**config.mk**
```make
export PLATFORM = sky130hd
export DESIGN_NAME = mem_stage
export DESIGN_NICKNAME = d
export VERILOG_FILES = /design/src/rtl/mem_stage_pkg.sv /design/src/rtl/mem_stage_load_align.sv /design/src/rtl/mem_stage.sv
export SDC_FILE = /design/constraint.sdc
export NUM_CORES = 1
export LEC_CHECK = 0
export CORE_AREA = 8 8 152 154
export DETAILED_ROUTE_END_ITERATION = 8
export DIE_AREA = 0 0 160 162
export HOLD_SLACK_MARGIN = 0.05
export PLACE_DENSITY_LB_ADDON = 0.2
export SLEW_MARGIN = 20
export SYNTH_ARGS = -nofsm -noshare
export SYNTH_HDL_FRONTEND = slang
export SYNTH_HIERARCHICAL = 1
export SYNTH_SLANG_ARGS = --single-unit
```
**constraint.sdc**
```tcl
create_clock -name clk -period 8 [get_ports clk]
set_input_delay 1.6 -clock clk [delete_from_list [all_inputs] [get_ports clk]]
set_output_delay 1.6 -clock clk [all_outputs]
set_load 0.02 [all_outputs]
```
**src/rtl/mem_stage_pkg.sv**
```systemverilog
// Shared definitions for the MEM stage: load/store opcodes, FSM encoding,
// exception bit positions, request sizes and the request bundle.
package mem_stage_pkg;

  localparam logic [3:0] LS_NONE = 4'd0;
  localparam logic [3:0] LS_LB   = 4'd1;
  localparam logic [3:0] LS_LBU  = 4'd2;
  localparam logic [3:0] LS_LH   = 4'd3;
  localparam logic [3:0] LS_LHU  = 4'd4;
  localparam logic [3:0] LS_LW   = 4'd5;
  localparam logic [3:0] LS_SB   = 4'd6;
  localparam logic [3:0] LS_SH   = 4'd7;
  localparam logic [3:0] LS_SW   = 4'd8;

  localparam logic [2:0] S_IDLE  = 3'd0;
  localparam logic [2:0] S_REQ   = 3'd1;
  localparam logic [2:0] S_WAIT  = 3'd2;
  localparam logic [2:0] S_DONE  = 3'd3;
  localparam logic [2:0] S_DRAIN = 3'd4;

  localparam int EXC_ADEL = 4;
  localparam int EXC_ADES = 5;

  localparam logic [1:0] SIZE_B = 2'd0;
  localparam logic [1:0] SIZE_H = 2'd1;
  localparam logic [1:0] SIZE_W = 2'd2;

  typedef struct packed {
    logic        wr;
    logic [1:0]  size;
    logic [31:0] addr;
    logic [31:0] wdata;
  } mem_req_t;

  function automatic logic ls_is_load(input logic [3:0] op);
    return (op == LS_LB) || (op == LS_LBU) || (op == LS_LH) ||
           (op == LS_LHU) || (op == LS_LW);
  endfunction

  function automatic logic ls_is_store(input logic [3:0] op);
    return (op == LS_SB) || (op == LS_SH) || (op == LS_SW);
  endfunction

  function automatic logic [1:0] ls_size(input logic [3:0] op);
    case (op)
      LS_LH, LS_LHU, LS_SH: return SIZE_H;
      LS_LW, LS_SW:         return SIZE_W;
      default:              return SIZE_B;
    endcase
  endfunction

  function automatic logic ls_misaligned(input logic [3:0] op, input logic [1:0] a);
    case (op)
      LS_LH, LS_LHU, LS_SH: return a[0];
      LS_LW, LS_SW:         return |a;
      default:              return 1'b0;
    endcase
  endfunction

  // Narrow stores replicate the datum across all lanes so the SRAM picks
  // the right byte/half from the address alone.
  function automatic logic [31:0] ls_wdata(input logic [3:0] op, input logic [31:0] d);
    case (op)
      LS_SB:   return {4{d[7:0]}};
      LS_SH:   return {2{d[15:0]}};
      default: return d;
    endcase
  endfunction

endpackage

```
**src/rtl/mem_stage_load_align.sv**
```systemverilog
// Load data extraction: picks the addressed byte/half from the returned word
// and sign- or zero-extends it.
module mem_load_align
  import mem_stage_pkg::*;
(
  input  logic [1:0]  addr_lo,
  input  logic [3:0]  ls_op,
  input  logic [31:0] rdata,
  output logic [31:0] result
);

  logic [7:0]  byte_sel;
  logic [15:0] half_sel;

  always_comb begin
    case (addr_lo)
      2'd0:    byte_sel = rdata[7:0];
      2'd1:    byte_sel = rdata[15:8];
      2'd2:    byte_sel = rdata[23:16];
      default: byte_sel = rdata[31:24];
    endcase
    half_sel = addr_lo[1] ? rdata[31:16] : rdata[15:0];
  end

  always_comb begin
    case (ls_op)
      LS_LB:   result = {{24{byte_sel[7]}}, byte_sel};
      LS_LBU:  result = {24'd0, byte_sel};
      LS_LH:   result = {{16{half_sel[15]}}, half_sel};
      LS_LHU:  result = {16'd0, half_sel};
      default: result = rdata;
    endcase
  end

endmodule

```
**src/rtl/mem_stage.sv**
```systemverilog
// MEM pipeline stage: issues SRAM-like data requests, stalls upstream while a
// transaction is outstanding, and forms the MEM/WB result.
module mem_stage
  import mem_stage_pkg::*;
(
  input  logic        clk,
  input  logic        rst,
  input  logic        flush,
  input  logic        in_valid,
  input  logic [31:0] in_pc,
  input  logic [3:0]  in_ls_op,
  input  logic [31:0] in_addr,
  input  logic [31:0] in_wdata,
  input  logic [31:0] in_alu_data,
  input  logic        in_wb_en,
  input  logic [4:0]  in_wb_addr,
  input  logic [31:0] in_excep,
  output logic        data_req,
  output logic        data_wr,
  output logic [1:0]  data_size,
  output logic [31:0] data_addr,
  output logic [31:0] data_wdata,
  input  logic        data_addr_ok,
  input  logic        data_data_ok,
  input  logic [31:0] data_rdata,
  output logic        data_stall,
  output logic        wb_valid,
  output logic        wb_en,
  output logic [4:0]  wb_addr,
  output logic [31:0] wb_data,
  output logic [31:0] wb_pc,
  output logic [31:0] wb_excep,
  output logic [31:0] wb_badvaddr
);

  logic [2:0]  state_q, state_d;
  logic [31:0] rdata_q, rdata_d;
  mem_req_t    req_q, req_d, req_in, req_out;

  logic is_ld, is_st, is_mem, mis, go;
  logic req_raw, stall_raw;
  logic [31:0] load_res;

  assign is_ld  = ls_is_load(in_ls_op);
  assign is_st  = ls_is_store(in_ls_op);
  assign is_mem = is_ld | is_st;
  assign mis    = is_mem & ls_misaligned(in_ls_op, in_addr[1:0]);
  assign go     = in_valid & is_mem & ~mis & ~flush;

  always_comb begin
    req_in.wr    = is_st;
    req_in.size  = ls_size(in_ls_op);
    req_in.addr  = in_addr;
    req_in.wdata = ls_wdata(in_ls_op, in_wdata);
  end

  always_comb begin
    state_d   = state_q;
    rdata_d   = rdata_q;
    req_d     = req_q;
    req_out   = req_in;
    req_raw   = 1'b0;
    stall_raw = 1'b0;
    case (state_q)
      S_IDLE: begin
        if (go) begin
          req_raw   = 1'b1;
          stall_raw = 1'b1;
          req_d     = req_in;
          if (data_addr_ok && data_data_ok) begin
            rdata_d = data_rdata;
            state_d = S_DONE;
          end else if (data_addr_ok) begin
            state_d = S_WAIT;
          end else begin
            state_d = S_REQ;
          end
        end
      end
      S_REQ: begin
        // Request stays asserted with latched fields until the SRAM takes it.
        req_raw   = 1'b1;
        stall_raw = 1'b1;
        req_out   = req_q;
        if (data_addr_ok && data_data_ok) begin
          rdata_d = data_rdata;
          state_d = flush ? S_IDLE : S_DONE;
        end else if (data_addr_ok) begin
          state_d = flush ? S_DRAIN : S_WAIT;
        end else if (flush) begin
          state_d = S_IDLE;
        end
      end
      S_WAIT: begin
        stall_raw = 1'b1;
        req_out   = req_q;
        if (data_data_ok) begin
          rdata_d = data_rdata;
          state_d = flush ? S_IDLE : S_DONE;
        end else if (flush) begin
          state_d = S_DRAIN;
        end
      end
      S_DONE: begin
        req_out = req_q;
        state_d = S_IDLE;
      end
      S_DRAIN: begin
        // Cancelled access still owes a data beat; swallow it before reissuing.
        req_out   = req_q;
        stall_raw = go;
        if (data_data_ok) state_d = S_IDLE;
      end
      default: state_d = S_IDLE;
    endcase
  end

  always_ff @(posedge clk or posedge rst) begin
    if (rst) begin
      state_q <= S_IDLE;
      rdata_q <= 32'd0;
      req_q   <= '0;
    end else begin
      state_q <= state_d;
      rdata_q <= rdata_d;
      req_q   <= req_d;
    end
  end

  mem_load_align u_align (
    .addr_lo (in_addr[1:0]),
    .ls_op   (in_ls_op),
    .rdata   (rdata_q),
    .result  (load_res)
  );

  logic live;
  assign live = in_valid & ~flush & ~stall_raw;

  always_comb begin
    data_req    = 1'b0;
    data_wr     = 1'b0;
    data_size   = 2'd0;
    data_addr   = 32'd0;
    data_wdata  = 32'd0;
    data_stall  = 1'b0;
    wb_valid    = 1'b0;
    wb_en       = 1'b0;
    wb_addr     = 5'd0;
    wb_data     = 32'd0;
    wb_pc       = 32'd0;
    wb_excep    = 32'd0;
    wb_badvaddr = 32'd0;
    if (!rst) begin
      data_req    = req_raw;
      data_wr     = req_out.wr;
      data_size   = req_out.size;
      data_addr   = req_out.addr;
      data_wdata  = req_out.wdata;
      data_stall  = stall_raw;
      wb_valid    = live;
      wb_en       = live & in_wb_en & ~is_st & ~mis;
      wb_addr     = in_wb_addr;
      wb_data     = (is_ld & ~mis) ? load_res : in_alu_data;
      wb_pc       = in_pc;
      wb_excep    = in_excep;
      wb_excep[EXC_ADEL] = in_excep[EXC_ADEL] | (mis & is_ld);
      wb_excep[EXC_ADES] = in_excep[EXC_ADES] | (mis & is_st);
      wb_badvaddr = mis ? in_addr : 32'd0;
    end
  end

endmodule

```
==> results of run 1 <==
[power by group through the flow]
stage               Sequential, W  Clock, W  Combinational (W)
floorplan                0.000835         0           0.000794
global placement         0.000904         0            0.00121
detailed placement       0.000915         0            0.00123
CTS                      0.000906  0.000469            0.00123
global route             0.000932  0.000484            0.00132
finish                   0.000908  0.000453            0.00123
[metrics by stage]
step	setup slack [ns]	power [W]	util, %	hold WS [ns]
6_report	1.43	0.00259	58.9	0.484
5_1_grt	1.27	0.00273	58.9	0.506
4_1_cts	1.43	0.00261	58.9	0.486
3_5_place_dp	1.44	0.00214	57.5	0.471
3_3_place_gp	1.52	0.00212	57.5	0.462
2_1_floorplan	0.989	0.00163	-	0.450
[worst min-delay path by stage]
stage | from | to | slack (ns) | depth (start not counted)
4_1_cts | req_q[8]$_DFFE_PP0P_ | req_q[8]$_DFFE_PP0P_ | 0.49 | 2
5_1_grt | req_q[24]$_DFFE_PP0P_ | req_q[24]$_DFFE_PP0P_ | 0.51 | 2
3_3_place_gp | req_q[18]$_DFFE_PP0P_ | req_q[18]$_DFFE_PP0P_ | 0.46 | 2
6_report | req_q[28]$_DFFE_PP0P_ | req_q[28]$_DFFE_PP0P_ | 0.48 | 2
3_5_place_dp | req_q[24]$_DFFE_PP0P_ | req_q[24]$_DFFE_PP0P_ | 0.47 | 2
2_1_floorplan | req_q[32]$_DFFE_PP0P_ | req_q[32]$_DFFE_PP0P_ | 0.45 | 2
[layout make-up]
| type | instances | share of cell area [%] |
|---|---|---|
| multi-input combinational | 655 | 38.7 |
| timing repair buffer | 422 | 34.4 |
| sequential | 102 | 20.9 |
| tap | 275 | 2.82 |
| clock buffer | 10 | 1.88 |
| inverter | 19 | 0.605 |
| clock inverter | 6 | 0.585 |
| antenna | 2 | 0.0410 |
[registers in the layout (all words and copies together) (netlist names)]
register  count
state_q       3
req_q        67
rdata_q      32
[cell usage in the layout, fill, tap and decap left out, types with 3 or more instances in the layout]
master / instances
inv_1: 18
nand3_1: 10
dfrtp_1: 102
clkdlybuf4s50_1: 410
o21ai_0: 28
buf_4: 11
nor2_1: 75
mux2_4: 30
mux2i_1: 58
a21oi_1: 57
nand2_1: 114
mux2_2: 58
o211ai_1: 15
a31oi_1: 13
nor2b_1: 71
o2bb2ai_1: 16
a211oi_1: 17
mux4_1: 7
clkbuf_16: 9
nor3_1: 4
nor3b_1: 3
and3_1: 32
o311ai_0: 7
[worst min-delay path, delay by kind of cell, from the launching register on]
kind / cells / cell delay [ns]
flops: 1 / 0.35
compound gates: 1 / 0.06
simple gates: 1 / 0.04
[cells by family (layout without fill, tap and decap cells)]
family | Yosys count | count (layout) | share of synthesized area (%)
simple gates | 328 | 328 | 20.9
compound gates | 169 | 169 | 14.5
xor+xnor | 3 | 3 | 0.341
flops | 102 | 102 | 33.1
other cells | 0 | 2 | 0
mux | 155 | 155 | 24.8
buf+inv | 98 | 457 | 6.26
[routing by layer]
layer  track usage, %  vias up  share of wire, %
met5                0        -             0.086
met4             8.79        6               2.7
met3             7.92       53               8.9
met2             42.4      382                48
met1             30.7     3809                40
li1                 -     3731                 -
==> impl_metrics.toml, run 1 <==
[critical_path]
cpPeakStageDelay_ns = 0.91
regToRegStartpoint = "state_q[1]$_DFFE_PP0P_"
end_kind = "output pin"
startpoint_type = "input pin"
worstPathArrival_ns = 4.97
reg2reg_to = "req_q[3]$_DFFE_PP0P_"
cp_num_cells = 7
r2r_slack_ns = 5.44
startpoint = "in_ls_op[1]"
path_cells = "clkdlybuf4s50_1, nand3b_1, buf_4, nor2_1, mux2i_1, a211oi_1, clkdlybuf4s50_1"
reg2reg_depth = 5
crit_path_end = "data_wdata[11]"
crit_top_cell = "clkdlybuf4s50_1"
critPathSlowestCell = "clkdlybuf4s50_1"
crit_family = "buffers and inverters"
cp_max_fo = 19
crit_type = "input pin to output pin"
path_buf_inv = 3
required_ns = 6.40

[power]
p_switching_w = 0.000973
vdd.ir_drop.worst_uv = 138
p_leak_nw = 5.17
p_sw_share_pct = 37.6
pwr-share-clk_pct = 17.5
p_seq_share_pct = 35.1
intPower_w = 0.00161
power_density_nw_per_um2 = 212
power_frac_comb_pct = 47.4

[yosys]
synth_edf_count = 0
synth_seq_cells = 102
yosysMostFrequentCell = "nand2_1"
avgSynthCellArea_sq_um = 9.02
synth_cells = 855
synthFlopType = "dfrtp_1"
netlist_top_cells_area = "dfrtp_1, mux2_2, mux2i_1"
synth.distinct_cells = 57
synth_nets = 1063
synth_area_sq_um = 7710
synthTopCellsByCount = "nand2_1, dfrtp_1, nor2_1"
yosysSeqAreaShare_pct = 33.1
synth_top_cell_by_area = "dfrtp_1"
synthArstFlopShare_pct = 100
yosysTopAreaCellShare_pct = 33.1
synth_warnings = 6

[floorplanning]
num_io_pins = 412
dieArea_sq_um = 25900
fp.dieH_microns = 162
start_util_pct = 37.3
rows = 53
fp.dieW_microns = 160
fp.coreArea_sq_um = 20700

[timing]
setup-violations-final = 0
relSlewSlack_pct = 28.4
rsz0062_at_grt = "no"
post-route-min-period_ns = 6.57
setup_tns_ns = 0
finalMaxSlewViolations = 0
hold_violations = 0
fmax_ghz = 0.152
clock_skew_ns = 0.00837
period_share_pct = 82.1
worstMarginPinSlew_ns = 1.07

[grt]
gr-usage-all-layers_pct = 25.5
grt_pass1_vias = 7737
grt_max_degree = 101
grt_pass1_wl_microns = 50600
grt_overflow_total = 0
antenna_found_initial = 7

[clocking]
clk_pin_slew_worst_paths_ns = 0.08
cts_buffer_depth = 2
htree_levels = 3
cts-root-buf = "clkbuf_16"
cts_hold_buffers = 0
postCtsResizedCells = 0
insertion_delay_ns = 0.35
cts_tree = "built"
cts_sinks = 102
postCtsSetupRepairBufs = 0
cts_buffers = 9

[place]
globalplace.congestion = 0.925
io_buffers = 411
placed_area_sq_um = 11900
place_inst = 1473
dp_hpwl_microns = 27000

[final_layout]
syn_to_final_growth_pct = 58.2
fin_nets = 1417
nFillCells = 1837
finish.instance_area_sq_um = 12200
drive_gt1_share_pct = 11.0
multi_input_area_sq_um = 4720
regArea_sq_um = 2550
stdcell_count = 1491

[routing]
wirelength_microns = 34700
drt_first_pass_iters = 6
vias = 7981
drc = 0
viasPerCell = 5.35
routedWlPerCell_microns = 23.3
initialDrtViolationCount = 634
drtAntennaViolNets = 0

[worst_hold_path]
holdCritPathClass = "register to register"

[outcome]
outcome = "complete, no violations"

[job]
cap_violations = 0
Power figures use the tool's default switching activity.
==> run 2: changes to the inputs <==
==> constraint.sdc (replaced) <==
create_clock -name clk -period 6.18 [get_ports clk]
set_input_delay 1.236 -clock clk [delete_from_list [all_inputs] [get_ports clk]]
set_output_delay 1.236 -clock clk [all_outputs]
set_load 0.02 [all_outputs]
==> impl_metrics.toml, run 2 (same netlist as run 1, synthesis figures left out) <==
[clocking]
insertion_delay_ns = 0.36
cts_hold_buffers = 0
postCtsResizedCells = 0
cts_buffers = 9
cts-root-buf = "clkbuf_16"
postCtsSetupRepairBufs = 0
htree_levels = 3
clk_pin_slew_worst_paths_ns = 0.07
cts_sinks = 102
cts_buffer_depth = 2
cts_tree = "built"

[routing]
drtAntennaViolNets = 0
initialDrtViolationCount = 661
drt_first_pass_iters = 5
drc = 0
viasPerCell = 5.28
routedWlPerCell_microns = 23.6
vias = 7914
wirelength_microns = 35400

[power]
p_leak_nw = 5.19
power_density_nw_per_um2 = 273
vdd.ir_drop.worst_uv = 137
p_total_w = 0.00333

[grt]
grt_max_degree = 127
grt_overflow_total = 0
grt_pass1_vias = 7726
gr-usage-all-layers_pct = 26.4
antenna_found_initial = 4
grt_pass1_wl_microns = 51900

[timing]
hold_violations = 0
fmax_ghz = 0.176
setup_tns_ns = 0
worstMarginPinSlew_ns = 1.05
post-route-min-period_ns = 5.67
rsz0062_at_grt = "no"
setup-violations-final = 0
relSlewSlack_pct = 30.0
finalMaxSlewViolations = 0
clock_skew_ns = 0.00795
period_share_pct = 91.8

[floorplanning]
fp.dieW_microns = 160
dieArea_sq_um = 25900
start_util_pct = 37.3
fp.dieH_microns = 162
fp.coreArea_sq_um = 20700
num_io_pins = 412
rows = 53

[critical_path]
critPathSlowestCell = "nor2_1"
startpoint = "in_ls_op[1]"
startpoint_type = "input pin"
regToRegStartpoint = "state_q[1]$_DFFE_PP0P_"
crit_top_cell = "clkdlybuf4s50_1"
cp_max_fo = 10
end_kind = "output pin"
cpPeakStageDelay_ns = 0.82
path_cells = "clkdlybuf4s50_1, buf_4, nand3b_1, nor2_1, mux2i_1, a211oi_1, clkdlybuf4s50_1"
required_ns = 4.94
worstPathArrival_ns = 4.44
crit_type = "input pin to output pin"

[job]
cap_violations = 0

[worst_hold_path]
min_from = "req_q[8]$_DFFE_PP0P_"
holdCritPathClass = "register to register"

[final_layout]
largestRegisters = "req_q x67, rdata_q x32, state_q x3"
drive_gt1_share_pct = 11.2
fin_nets = 1422
multi_input_area_sq_um = 4720
regArea_sq_um = 2550
largest_register_ffs = 67
layout_commonest_cell = "clkdlybuf4s50_1"
fin_util_pct = 59.1
regMostFlops = "req_q"
final_cell_mix = "clkdlybuf4s50_1, nand2_1, dfrtp_1"
syn_to_final_growth_pct = 58.5
nFillCells = 1877
stdcell_count = 1498

[place]
globalplace.congestion = 0.943
dp_hpwl_microns = 27000
place_inst = 1478
io_buffers = 411

[outcome]
outcome = "complete, no violations"
## run 2: changes by cell type in the layout (fill, tap and decap cells not counted)
cell | previous run | this run
buf_4 | 11 | 15
clkinv_2 | 0 | 2
clkinv_4 | 2 | 0
diode_2 | 2 | 4
buf_12 | 0 | 1
bufinv_16 | 1 | 0
clkbuf_8 | 0 | 1
nand2_1 | 114 | 115
nand2_2 | 1 | 0
## run 2: final cells by class
class / count / area share [%]
clock inverter: 5 / 0.276
multi-input combinational: 655 / 38.6
timing repair buffer: 427 / 34.8
sequential: 102 / 20.9
tap: 275 / 2.82
clock buffer: 11 / 1.99
antenna: 4 / 0.0819
inverter: 19 / 0.604
## run 2: where the power goes
part           leakage, nW  internal, W  switching, W
sequential            1.24     0.000941      0.000240
combinational         3.82     0.000836      0.000761
clock                0.132     0.000285      0.000270
total                 5.19      0.00206       0.00127
## run 2: worst paths after layout
| path | end | slack [ns] | cells after the start |
|---|---|---|---|
| max | data_wdata[15] | 0.51 | 7 |
| min | req_q[8]$_DFFE_PP0P_ | 0.48 | 2 |
| max reg2reg | req_q[49]$_DFFE_PP0P_ | 3.83 | 5 |
| min reg2reg | req_q[8]$_DFFE_PP0P_ | 0.48 | 2 |
| max in group asynchronous | state_q[0]$_DFFE_PP0P_ | 3.42 | 3 |
| min in group asynchronous | req_q[35]$_DFFE_PP0P_ | 1.45 | 2 |
## run 2: metal layers
metal	track usage, %	part of all wire, %
met4	7.31	2.1
met2	42.0	46
met5	0	0.034
met1	34.6	44
met3	7.29	7.4
## run 2: critical path: cells and delay by family
family / cells / cell delay [ns]
simple gates: 2 / 0.94
mux: 1 / 0.22
compound gates: 1 / 0.34
buf+inv: 3 / 1.70
## run 2: through the flow
stage | setup WS [ns] | instance area [sq um] | hold WS, ns
6_report | 0.506 | 12200 | 0.482
5_1_grt | 0.317 | 12200 | 0.499
4_1_cts | 0.494 | 12200 | 0.486
3_5_place_dp | 0.508 | 11900 | 0.471
3_3_place_gp | 0.475 | 11900 | 0.463
2_1_floorplan | 1.67 | 7710 | 0.450
==> run 3: changes to the inputs <==
==> constraint.sdc (replaced) <==
create_clock -name clk -period 5.4 [get_ports clk]
set_input_delay 1.08 -clock clk [delete_from_list [all_inputs] [get_ports clk]]
set_output_delay 1.08 -clock clk [all_outputs]
set_load 0.02 [all_outputs]
==> impl_metrics.toml, run 3 (same netlist as run 1, synthesis figures left out) <==
[final_layout]
drive_gt1_share_pct = 11.9
largestRegisters = "req_q x67, rdata_q x32, state_q x3"
regMostFlops = "req_q"
fin_util_pct = 59.8
final_cell_mix = "clkdlybuf4s50_1, nand2_1, dfrtp_1"
syn_to_final_growth_pct = 60.4
layout_commonest_cell = "clkdlybuf4s50_1"
largest_register_ffs = 67
fin_nets = 1430

[critical_path]
worstPathArrival_ns = 3.97
crit_type = "input pin to output pin"
required_ns = 4.32
end_kind = "output pin"
cp_max_fo = 16
startpoint_type = "input pin"

[routing]
drc = 0
viasPerCell = 5.34
initialDrtViolationCount = 692
drtAntennaViolNets = 0
routedWlPerCell_microns = 23.4
vias = 8027
wirelength_microns = 35100
drt_first_pass_iters = 5

[power]
intPower_w = 0.00246
power_density_nw_per_um2 = 318
power_frac_comb_pct = 46.9
p_sw_share_pct = 37.4
p_leak_nw = 5.27
pwr-share-clk_pct = 18.9
p_switching_w = 0.00147
p_seq_share_pct = 34.2
vdd.ir_drop.worst_uv = 180

[floorplanning]
rows = 53
fp.dieW_microns = 160
dieArea_sq_um = 25900
fp.coreArea_sq_um = 20700
start_util_pct = 37.3
fp.dieH_microns = 162
num_io_pins = 412

[timing]
hold-worst-slack_ns = 0.484
setup_tns_ns = 0
period_share_pct = 93.5
fmax_ghz = 0.198
rsz0062_at_grt = "no"
hold_violations = 0
finalMaxSlewViolations = 0
relSlewSlack_pct = 28.6
worstMarginPinSlew_ns = 1.07
worst_slack_ns = 0.349
clock_skew_ns = 0.00950
setup-violations-final = 0
post-route-min-period_ns = 5.05

[worst_hold_path]
holdCritPathClass = "register to register"

[clocking]
cts_buffers = 9
cts_tree = "built"
cts-root-buf = "clkbuf_16"
postCtsSetupRepairBufs = 0
insertion_delay_ns = 0.36
postCtsResizedCells = 0
cts_hold_buffers = 0
cts_sinks = 102
cts_buffer_depth = 2
clk_pin_slew_worst_paths_ns = 0.07
htree_levels = 3

[outcome]
outcome = "complete, no violations"

[job]
cap_violations = 0

[grt]
grt_overflow_total = 0
grt_pass1_wl_microns = 52200
antenna_found_initial = 3
grt_max_degree = 94
gr-usage-all-layers_pct = 26.2
grt_pass1_vias = 7944

[place]
dp_slack_ns = 0.382
globalplace.congestion = 0.929
dp_hpwl_microns = 27300
io_buffers = 411
run 3: routing by layer:
metal / wire (microns) / global-route usage, % / share of wire (%)
met2: 16400 / 42.2 / 47
met1: 14900 / 33.9 / 42
met5: 23 / 0 / 0.065
met3: 3090 / 7.64 / 8.8
met4: 777 / 6.41 / 2.2
run 3: critical path, stage by stage:
cell and delay [ns]:
clkdlybuf4s50_1 0.78, nor3b_2 0.67, o21ai_0 0.26, o221ai_1 0.34
mux2i_1 0.12, nor2_1 0.10, clkdlybuf4s50_1 0.61
run 3: through the flow:
step | instance area, sq um | instances | power (W)
CTS | 12400 | 1502 | 0.00396
detailed placement | 12000 | 1486 | 0.00321
global route | 12400 | 1503 | 0.00416
floorplan | 7710 | 855 | 0.00241
finish | 12400 | 1504 | 0.00394
global placement | 12000 | 1486 | 0.00317
run 3: final timing paths:
path | from | to | slack, ns | cells past startpoint
setup / recovery | in_ls_op[2] | wb_data[11] | 0.35 | 7
hold / removal | req_q[18]$_DFFE_PP0P_ | req_q[18]$_DFFE_PP0P_ | 0.48 | 2
setup reg to reg | state_q[1]$_DFFE_PP0P_ | req_q[41]$_DFFE_PP0P_ | 3.05 | 5
hold reg to reg | req_q[18]$_DFFE_PP0P_ | req_q[18]$_DFFE_PP0P_ | 0.48 | 2
max in group asynchronous | rst | rdata_q[8]$_DFFE_PP0P_ | 2.94 | 3
min in group asynchronous | rst | req_q[53]$_DFFE_PP0P_ | 1.06 | 2
run 3: cell type report:
| cell class | instances | area (sq um) |
|---|---|---|
| Inverter | 19 | 73.8 |
| Clock buffer | 9 | 225 |
| Antenna cell | 2 | 5.00 |
| Sequential cell | 102 | 2550 |
| Timing Repair Buffer | 435 | 4350 |
| Multi-Input combinational cell | 655 | 4720 |
| Fill cell | 1825 | 8320 |
| Clock inverter | 7 | 105 |
| Tap cell | 275 | 344 |
run 3: power by group through the flow:
stage / combinational (W) / sequential [W] / clock, W
after floorplan: 0.00118 / 0.00124 / 0
after global placement: 0.00182 / 0.00135 / 0
after detailed placement: 0.00185 / 0.00136 / 0
after CTS: 0.00186 / 0.00135 / 0.000759
after global routing: 0.00199 / 0.00139 / 0.000787
final: 0.00185 / 0.00135 / 0.000744
